File: config.mk
export PLATFORM = sky130hd
export DESIGN_NAME = wb_port_arbiter
export DESIGN_NICKNAME = d
export VERILOG_FILES = /design/src/rtl/wb_port_arbiter_pkg.sv /design/src/rtl/wb_port_arbiter_rr_multi_select.sv /design/src/rtl/wb_port_arbiter.sv
export SDC_FILE = /design/constraint.sdc
export NUM_CORES = 1
export LEC_CHECK = 0
export CORE_MARGIN = 5
export CORE_UTILIZATION = 43
export CTS_BUF_LIST = sky130_fd_sc_hd__clkbuf_4
export DETAILED_ROUTE_END_ITERATION = 6
export GPL_TIMING_DRIVEN = 0
export PLACE_DENSITY_LB_ADDON = 0.2
export SETUP_SLACK_MARGIN = 0.3
export SKIP_LAST_GASP = 1
export SLEW_MARGIN = 20
export SYNTH_ARGS = -nofsm -noshare
export SYNTH_HDL_FRONTEND = slang
export SYNTH_SLANG_ARGS = --single-unit
File: constraint.sdc
create_clock -name clock -period 10.5 [get_ports clock]
set_clock_uncertainty 0.1 [all_clocks]
set_input_delay 2.1 -clock clock [delete_from_list [all_inputs] [get_ports clock]]
set_output_delay 2.1 -clock clock [all_outputs]
set_load 0.01 [all_outputs]
File: src/rtl/wb_port_arbiter_pkg.sv
// Shared widths and the writeback port bundle for the writeback arbiter.
// Provides N, PHYS_REG_SZ_R10K, PHYS_TAG, DATA and WB_PACKET.
package wb_port_arbiter_pkg;

    // Number of regfile write ports and physical register file size.
    localparam int N                = 2;
    localparam int PHYS_REG_SZ_R10K = 64;

    localparam int TAG_W  = $clog2(PHYS_REG_SZ_R10K);
    localparam int DATA_W = 32;

    typedef logic [TAG_W-1:0]  PHYS_TAG;
    typedef logic [DATA_W-1:0] DATA;

    // One regfile write port worth of state.
    typedef struct packed {
        logic    valid;
        PHYS_TAG tag;
        DATA     data;
    } WB_PACKET;

endpackage

File: src/rtl/wb_port_arbiter_rr_multi_select.sv
// Circular priority selector: picks up to N_WR set bits of valid_i,
// scanning from ptr_i upward. Ports: en_i, valid_i, ptr_i in;
// grant_o (one-hot per port), port_vld_o, any_o, last_idx_o out.
module rr_multi_select #(
    parameter int NUM_REQ = 4,
    parameter int N_WR    = 2,
    parameter int PTR_W   = (NUM_REQ > 1) ? $clog2(NUM_REQ) : 1
) (
    input  logic                           en_i,
    input  logic [NUM_REQ-1:0]             valid_i,
    input  logic [PTR_W-1:0]               ptr_i,
    output logic [N_WR-1:0][NUM_REQ-1:0]   grant_o,
    output logic [N_WR-1:0]                port_vld_o,
    output logic                           any_o,
    output logic [PTR_W-1:0]               last_idx_o
);

    int idx;
    int cnt;

    always_comb begin
        grant_o    = '0;
        port_vld_o = '0;
        last_idx_o = '0;
        idx        = 0;
        cnt        = 0;
        for (int k = 0; k < NUM_REQ; k++) begin
            // Wrap the scan position without a modulo operator.
            idx = int'(ptr_i) + k;
            if (idx >= NUM_REQ) begin
                idx = idx - NUM_REQ;
            end
            if (en_i && valid_i[idx] && (cnt < N_WR)) begin
                grant_o[cnt][idx] = 1'b1;
                port_vld_o[cnt]   = 1'b1;
                last_idx_o        = PTR_W'(idx);
                cnt               = cnt + 1;
            end
        end
        any_o = port_vld_o[0];
    end

endmodule

File: src/rtl/wb_port_arbiter.sv
// Writeback arbiter: grants up to N_WR completing requesters per cycle
// round-robin and drives registered regfile write ports.
// Ports: clock, reset, wb_stall, req_valid/tag/data in; req_ready,
// write_en, write_idx, write_data, grant_cnt out.
module wb_port_arbiter
    import wb_port_arbiter_pkg::*;
#(
    parameter int NUM_REQ = 4,
    parameter int N_WR    = N
) (
    input  logic                          clock,
    input  logic                          reset,
    input  logic                          wb_stall,
    input  logic [NUM_REQ-1:0]            req_valid,
    input  logic [NUM_REQ*TAG_W-1:0]      req_tag,
    input  logic [NUM_REQ*DATA_W-1:0]     req_data,
    output logic [NUM_REQ-1:0]            req_ready,
    output logic [N_WR-1:0]               write_en,
    output logic [N_WR*TAG_W-1:0]         write_idx,
    output logic [N_WR*DATA_W-1:0]        write_data,
    output logic [$clog2(N_WR+1)-1:0]     grant_cnt
);

    localparam int PTR_W = (NUM_REQ > 1) ? $clog2(NUM_REQ) : 1;
    localparam int CNT_W = $clog2(N_WR + 1);

    logic [PTR_W-1:0]             rr_ptr_q, rr_ptr_d;
    logic [N_WR-1:0][NUM_REQ-1:0] grant;
    logic [N_WR-1:0]              port_vld;
    logic                         any_grant;
    logic [PTR_W-1:0]             last_idx;
    WB_PACKET                     wb_q [N_WR];
    WB_PACKET                     wb_d [N_WR];
    logic [CNT_W-1:0]             cnt_q, cnt_d;
    PHYS_TAG                      tag_m;
    DATA                          data_m;

    rr_multi_select #(
        .NUM_REQ (NUM_REQ),
        .N_WR    (N_WR),
        .PTR_W   (PTR_W)
    ) u_sel (
        .en_i       (!reset && !wb_stall),
        .valid_i    (req_valid),
        .ptr_i      (rr_ptr_q),
        .grant_o    (grant),
        .port_vld_o (port_vld),
        .any_o      (any_grant),
        .last_idx_o (last_idx)
    );

    always_comb begin
        req_ready = '0;
        for (int p = 0; p < N_WR; p++) begin
            req_ready = req_ready | grant[p];
        end
    end

    always_comb begin
        cnt_d  = '0;
        tag_m  = '0;
        data_m = '0;
        for (int p = 0; p < N_WR; p++) begin
            tag_m  = '0;
            data_m = '0;
            for (int i = 0; i < NUM_REQ; i++) begin
                tag_m  = tag_m
                       | ({TAG_W{grant[p][i]}} & req_tag[i*TAG_W +: TAG_W]);
                data_m = data_m
                       | ({DATA_W{grant[p][i]}} & req_data[i*DATA_W +: DATA_W]);
            end
            // Tag 0 is the hardwired zero register: consume the slot,
            // suppress the write.
            wb_d[p].valid = port_vld[p] && (tag_m != '0);
            wb_d[p].tag   = wb_d[p].valid ? tag_m : '0;
            wb_d[p].data  = port_vld[p] ? data_m : '0;
            cnt_d         = cnt_d + CNT_W'(wb_d[p].valid);
        end
    end

    always_comb begin
        rr_ptr_d = rr_ptr_q;
        if (any_grant) begin
            rr_ptr_d = (int'(last_idx) == NUM_REQ - 1)
                     ? '0 : last_idx + PTR_W'(1);
        end
    end

    always_ff @(posedge clock) begin
        if (reset) begin
            rr_ptr_q <= '0;
            cnt_q    <= '0;
            for (int p = 0; p < N_WR; p++) begin
                wb_q[p] <= '0;
            end
        end else begin
            rr_ptr_q <= rr_ptr_d;
            cnt_q    <= cnt_d;
            for (int p = 0; p < N_WR; p++) begin
                wb_q[p] <= wb_d[p];
            end
        end
    end

    always_comb begin
        for (int p = 0; p < N_WR; p++) begin
            write_en[p]                     = wb_q[p].valid;
            write_idx[p*TAG_W +: TAG_W]     = wb_q[p].tag;
            write_data[p*DATA_W +: DATA_W]  = wb_q[p].data;
        end
        grant_cnt = cnt_q;
    end

endmodule
======== Yosys cells after proc, flatten, opt, wreduce, memory -nomap -nowiden ========
Memory sizes are Yosys's and may differ from the RTL's.
Index checks and enable logic that the tools add are counted.
cells by class
  equal/unequal tests ..................... 1
  add/sub/neg operators ................... 11
  shifts and indexed selects .............. 0
  $mul .................................... 0
  $lt $le $gt $ge ......................... 21
  reduce and logical (&&, ||, !) cells .... 21
  div/mod/pow operators ................... 0
  multiplexer cells ....................... 61
  bitwise gates (word level) .............. 37
operators by type and width
  cell                     number
  $and A32 B32 Y32         8
  $mux W32                 8
  $ge A32 B1 Y1 const B    6
  $or A32 B32 Y32          6
  $lt A32 B3 Y1 const B    4
  $lt A32 B4 Y1 const B    4
  $ge A32 B4 Y1 const B    3
  $sub A32 B4 Y32 const B  3
  $mux W39                 2
  $and A6 B6 Y6            8
  $or A6 B6 Y6             6
  $add A32 B2 Y32 const B  1
  $mux W8                  3
  $mux W1                  20
  $logic_and A1 B1 Y1      17
  $mux W2                  8
  $mux W4                  4
  $or A8 B8 Y8             2
  $demux W4 S1             3
  $mux W6                  2
  $reduce_bool A6 Y1       2
  $bmux W1 S2              4
  $demux W1 S2             4
  $or A4 B8 Y8             1
  16 further kinds         23
word-level totals
  output and inout bits ................... 84
  memories kept ........................... 1
  bits in read-only memories .............. 0
  input bits .............................. 159
  register bits ........................... 4
  RAM bits ................................ 78
  bits in latches ......................... 0
  logic and storage cells ................. 155
memory list
  memory  depth  bits a word  read ports  clocked after Yosys merged registers in  write ports  line                   source
  wb_q    2      39           2           0                                        2            wb_port_arbiter.sv:32  WB_PACKET wb_q [N_WR];

======== Depth between registers and ports, before layout ========
  depth after elaboration ................. 27
  mapped depth ............................ 17

======== Modules after synthesis ========
Synthesis repeated with hierarchy kept, for this count alone.
unflattened totals
  cells, all modules ...................... 458
  area total of the unflattened synthesis .. 4,229.1 µm²
by module, submodules not included
  module           cells an instance  times used  seq. area each (µm²)  area each (µm²)
  wb_port_arbiter  382                1           1,641.6               3,565.9
  rr_multi_select  76                 1           0.0                   663.1

======== Least setup slack after synthesis ========
Ideal clock, no wire load.
  path kind ............................... input to output
  from .................................... input wb_stall
  to ...................................... output req_ready[1]
  arrival time ............................ 4.763 ns
  path buffers ............................ 3
  setup slack ............................. 3.537 ns
  stages .................................. 12
  path through ............................ or3b_1 > o22ai_4 > inv_4 > ha_1 > buf_1 > inv_1 > a211oi_1 > o21a_1 > clkbuf_1 > a21o_1 > clkbuf_1 > or2_2
between the ends
  cells in the longest elaborated chain, start to end .. 17
  elaborated cells on any way between the ends .. 40
  classes of those cells .................. add/sub: 2; order compare: 9; mux: 13; bitwise: 4; reduce/logical: 12
RTL lines
  element                                                                      line                                                                          source
  from (decl)                                                                  wb_port_arbiter.sv:13                                                         input logic wb_stall,
  $logic_not A1 Y1 *                                                           wb_port_arbiter.sv:43                                                         .en_i (!reset && !wb_stall),
  $logic_and A1 B1 Y1 *                                                        wb_port_arbiter.sv:43
  $logic_and A1 B1 Y1                                                          wb_port_arbiter_rr_multi_select.sv:33                                         if (en_i && valid_i[idx] && (cnt < N_WR)) begin
  $mux W1                                                                      wb_port_arbiter_rr_multi_select.sv:33
  $lt A1 B2 Y1                                                                 wb_port_arbiter_rr_multi_select.sv:33, wb_port_arbiter_rr_multi_select.sv:34
  $logic_and A1 B1 Y1                                                          wb_port_arbiter_rr_multi_select.sv:33
  $mux W32                                                                     wb_port_arbiter_rr_multi_select.sv:33
  $lt A32 B3 Y1                                                                wb_port_arbiter_rr_multi_select.sv:33, wb_port_arbiter_rr_multi_select.sv:34
  $logic_and A1 B1 Y1                                                          wb_port_arbiter_rr_multi_select.sv:33
  $mux W32                                                                     wb_port_arbiter_rr_multi_select.sv:33
  $ge A32 B1 Y1 (not written as such) / $lt A32 B3 Y1 (equally long branches)  wb_port_arbiter_rr_multi_select.sv:34, wb_port_arbiter_rr_multi_select.sv:33
  $logic_and A1 B1 Y1 (not written as such)                                    wb_port_arbiter_rr_multi_select.sv:34                                         grant_o[cnt][idx] = 1'b1;
  $mux W4 (not written as such)                                                wb_port_arbiter_rr_multi_select.sv:34
  $demux W4 S1                                                                 --
  $or A8 B8 Y8 (no line)                                                       --
  $mux W8 *                                                                    wb_port_arbiter_rr_multi_select.sv:33
  $or A4 B4 Y4 *                                                               wb_port_arbiter.sv:55                                                         req_ready = req_ready | grant[p];
  to (decl)                                                                    wb_port_arbiter.sv:17                                                         output logic [NUM_REQ-1:0] req_ready,
Every way passes the cells marked *; elsewhere a longest branch is shown, timed or not.

======== Worst setup path after layout ========
  from .................................... input reset
  to ...................................... output req_ready[0]
between the ends
  cells in the longest elaborated chain, start to end .. 17
  elaborated cells on any way between the ends .. 40
  classes of those cells .................. add/sub: 2; order compare: 9; mux: 13; bitwise: 4; reduce/logical: 12
RTL lines
  element                                                                      line                                                                          source
  from (decl)                                                                  wb_port_arbiter.sv:12                                                         input logic reset,
  $logic_not A1 Y1 *                                                           wb_port_arbiter.sv:43
  $logic_and A1 B1 Y1 *                                                        wb_port_arbiter.sv:43
  $logic_and A1 B1 Y1                                                          wb_port_arbiter_rr_multi_select.sv:33
  $mux W1                                                                      wb_port_arbiter_rr_multi_select.sv:33
  $lt A1 B2 Y1                                                                 wb_port_arbiter_rr_multi_select.sv:33, wb_port_arbiter_rr_multi_select.sv:34
  $logic_and A1 B1 Y1                                                          wb_port_arbiter_rr_multi_select.sv:33
  $mux W32                                                                     wb_port_arbiter_rr_multi_select.sv:33
  $lt A32 B3 Y1                                                                wb_port_arbiter_rr_multi_select.sv:33, wb_port_arbiter_rr_multi_select.sv:34
  $logic_and A1 B1 Y1                                                          wb_port_arbiter_rr_multi_select.sv:33
  $mux W32                                                                     wb_port_arbiter_rr_multi_select.sv:33
  $ge A32 B1 Y1 (not written as such) / $lt A32 B3 Y1 (equally long branches)  wb_port_arbiter_rr_multi_select.sv:34, wb_port_arbiter_rr_multi_select.sv:33
  $logic_and A1 B1 Y1 (not written as such)                                    wb_port_arbiter_rr_multi_select.sv:34
  $mux W4 (not written as such)                                                wb_port_arbiter_rr_multi_select.sv:34
  $demux W4 S1                                                                 --
  $or A8 B8 Y8 (no line)                                                       --
  $mux W8 *                                                                    wb_port_arbiter_rr_multi_select.sv:33
  $or A4 B4 Y4 *                                                               wb_port_arbiter.sv:55
Marks and branches as above.

==> flow_summary.toml <==
[min_path]
hold_class = "reg2reg"

[synth]
synth_area_mm2 = 0.00432
syn_nets = 661
syn_area_per_cell_um2 = 8.72
synth_top_area_cell = "dfxtp_1"
synthesis.instances = 496
synth-seq-cells = 82
yosysWarnings = 0
ys_types = 56
ys.flop_type = "dfxtp_1"
yosysTopAreaCellShare = 0.380
synth_edf_count = 0
synthArstFlopShare = 0
seq_area_frac_synth = 0.380
synthTopCellsByArea = "dfxtp_1, a22oi_1, a222oi_1, a21oi_1, nand2_1"

[power_and_ir_drop]
peakVddDrop_uv = 109
leakage_uw = 0.00234
p_comb_frac = 0.521
p_switching_uw = 471
p_seq_frac = 0.314
p_int_uw = 706
clkPwrFrac = 0.165
swShare = 0.400
p_per_area_mw_per_mm2 = 167

[global_route]
gr-usage-all-layers = 0.321
first_global_vias = 5516
grt_overflow = 0
antenna_found_initial = 0
grt.met3_usage = 0.0920
grt-busiest-layer = "met2"
grt_max_degree = 14
grt_use_met2 = 0.524
globalRouteMet1Util = 0.388
grt_pass1_wl_mm = 29.9

[routing]
routed_wl_mm = 20.2
dr.pass1.iters = 7
wl_per_cell_um = 22.8
drc_errors = 0
detail_route.vias_per_cell = 6.35
drtIter0Drc = 730
drt.antenna.violating_nets = 0
vias = 5631

[sta]
setup_viol = 0
fin_setup_tns_ns = 0
rsz0062_at_grt = "no"
whs_ns = 0.554
max_freq_ghz = 0.113
hold_viol_final = 0
slew-limit-headroom = 0.577
tightest_slew_ns = 0.631
min_period_over_period = 0.846
drv_slew = 0
fin_crit_ns = 8.89
setup_ws_ns = 1.61

[setup_path]
cp-end-kind = "output pin"
setup.worst_path.start_class = "input pin"
path_max_fanout = 10
critPathKind = "in2out"
arrival_ns = 6.69
critPathRequiredTime_ns = 8.30

[clock_network]
post_cts_buffers = 0
cts_hold_buf = 0
clk_latency_ns = 0.44
htreeDepth = 3
ctsLongestPathBuffers = 2
numCtsBuffers = 9
cts_root_buf = "clkbuf_4"
cts_tree = "yes"
cts_sinks = 82
clkTransAtPathRegs_ns = 0.14
cts-resized-gates = 0

[cells_and_area]
final_net_count = 914
antennaDiodeCount = 0
drive_gt1_frac = 0.0544
layout_common_cells = "clkdlybuf4s50_1, dfxtp_1, a22oi_1"
final_common_cell = "clkdlybuf4s50_1"
fin_util = 0.721
area_growth_pct = 63.0

[place]
io_buffers = 242
preCtsSetupSlack_ns = 1.67
dp_hpwl_mm = 15.4
gp_congestion = 0.932

[floorplan]
fp.dieW_um = 110
start_util = 0.442
io-pin-count = 243
row_count = 36
die_h_um = 110
core_mm2 = 0.00977
die_area_mm2 = 0.0122

[outcome]
status = "completed"

[run]
max_cap_viol_count = 0
-- power groups by stage --
stage / Sequential, uW / Combinational [uW] / Clock (uW)
after floorplan: 394 / 315 / 0
after global placement: 375 / 591 / 0
after detailed placement: 377 / 600 / 0
after CTS: 370 / 603 / 194
after global routing: 374 / 657 / 211
final: 370 / 614 / 194
-- through the flow --
stage	total power [uW]	instances	area, um2
after floorplan	709	496	4320
after global placement	966	871	6910
after detailed placement	977	871	6910
after CTS	1170	887	7050
after global routing	1240	887	7050
final	1180	887	7050
-- worst max-delay path, cell delays in order --
cell and delay [ns]:
clkdlybuf4s50_1 0.54, nor3b_1 0.52, o2bb2ai_4 0.25, inv_2 0.15, ha_1 0.30, buf_1 0.30, inv_1 0.17, a211oi_1 0.20
o21a_1 0.21, clkbuf_1 0.41, a21o_1 0.31, clkbuf_1 0.46, or2_2 0.20, clkdlybuf4s50_1 0.56
-- cells by family after synthesis --
family,Yosys count,synth area share
buf+inv,54,0.0512
flops,82,0.380
xor+xnor,1,0.00203
mux,6,0.0200
simple gates,106,0.116
fa+ha+maj,6,0.0174
compound gates,241,0.414
-- Yosys cell counts (2+ instances only) --
| cell type | count |
|---|---|
| buf_2 | 4 |
| nand4_1 | 2 |
| nor3_1 | 4 |
| nor2_1 | 13 |
| mux2i_1 | 3 |
| a22o_1 | 4 |
| o211ai_1 | 2 |
| and3_1 | 5 |
| or2_2 | 5 |
| nand3_1 | 4 |
| a31oi_1 | 2 |
| a221o_1 | 5 |
| clkbuf_1 | 29 |
| nor2b_1 | 5 |
| mux4_2 | 2 |
| o21ai_0 | 4 |
| or3_1 | 2 |
| a21o_1 | 7 |
| o21a_1 | 2 |
| a32o_1 | 2 |
| a222oi_1 | 39 |
| inv_1 | 5 |
| a22oi_1 | 79 |
| a21oi_1 | 74 |
| nand2_1 | 56 |
| ha_1 | 6 |
| buf_1 | 12 |
| a211oi_1 | 5 |
| dfxtp_1 | 82 |
| and2_1 | 3 |
| a32oi_1 | 3 |
| a21oi_2 | 2 |
-- worst paths after layout --
path / startpoint / to / slack (ns) / cells past startpoint
hold reg to reg: rr_ptr_q[1]$_SDFFE_PP0N_ / rr_ptr_q[1]$_SDFFE_PP0N_ / 0.55 / 2
hold / removal: rr_ptr_q[1]$_SDFFE_PP0N_ / rr_ptr_q[1]$_SDFFE_PP0N_ / 0.55 / 2
setup / recovery: reset / req_ready[0] / 1.61 / 14
setup reg to reg: register / wb_q[0][51]$_SDFF_PP0_ / 5.27 / 16
-- sequential cells by signal (all words and copies together) (netlist names), named ones only --
register	cells
wb_q	78
rr_ptr_q	1
grant_cnt	2
-- metal layers --
layer	part of all wire	vias to the layer above
li1	-	2483
met1	0.35	2617
met2	0.47	455
met3	0.13	76
met4	0.050	0
met5	0	-
-- cell type report --
cell class              count  area (um2)
plain buffers              47         193
clock buffers              11        82.6
well taps                 133         166
multi-input cells         360        2460
repair buffers            242        2420
inverters                   7        28.8
clock inverters             5        55.1
fillers                   774        2720
flip-flops and latches     82        1640
Power figures use the tool's default switching activity.
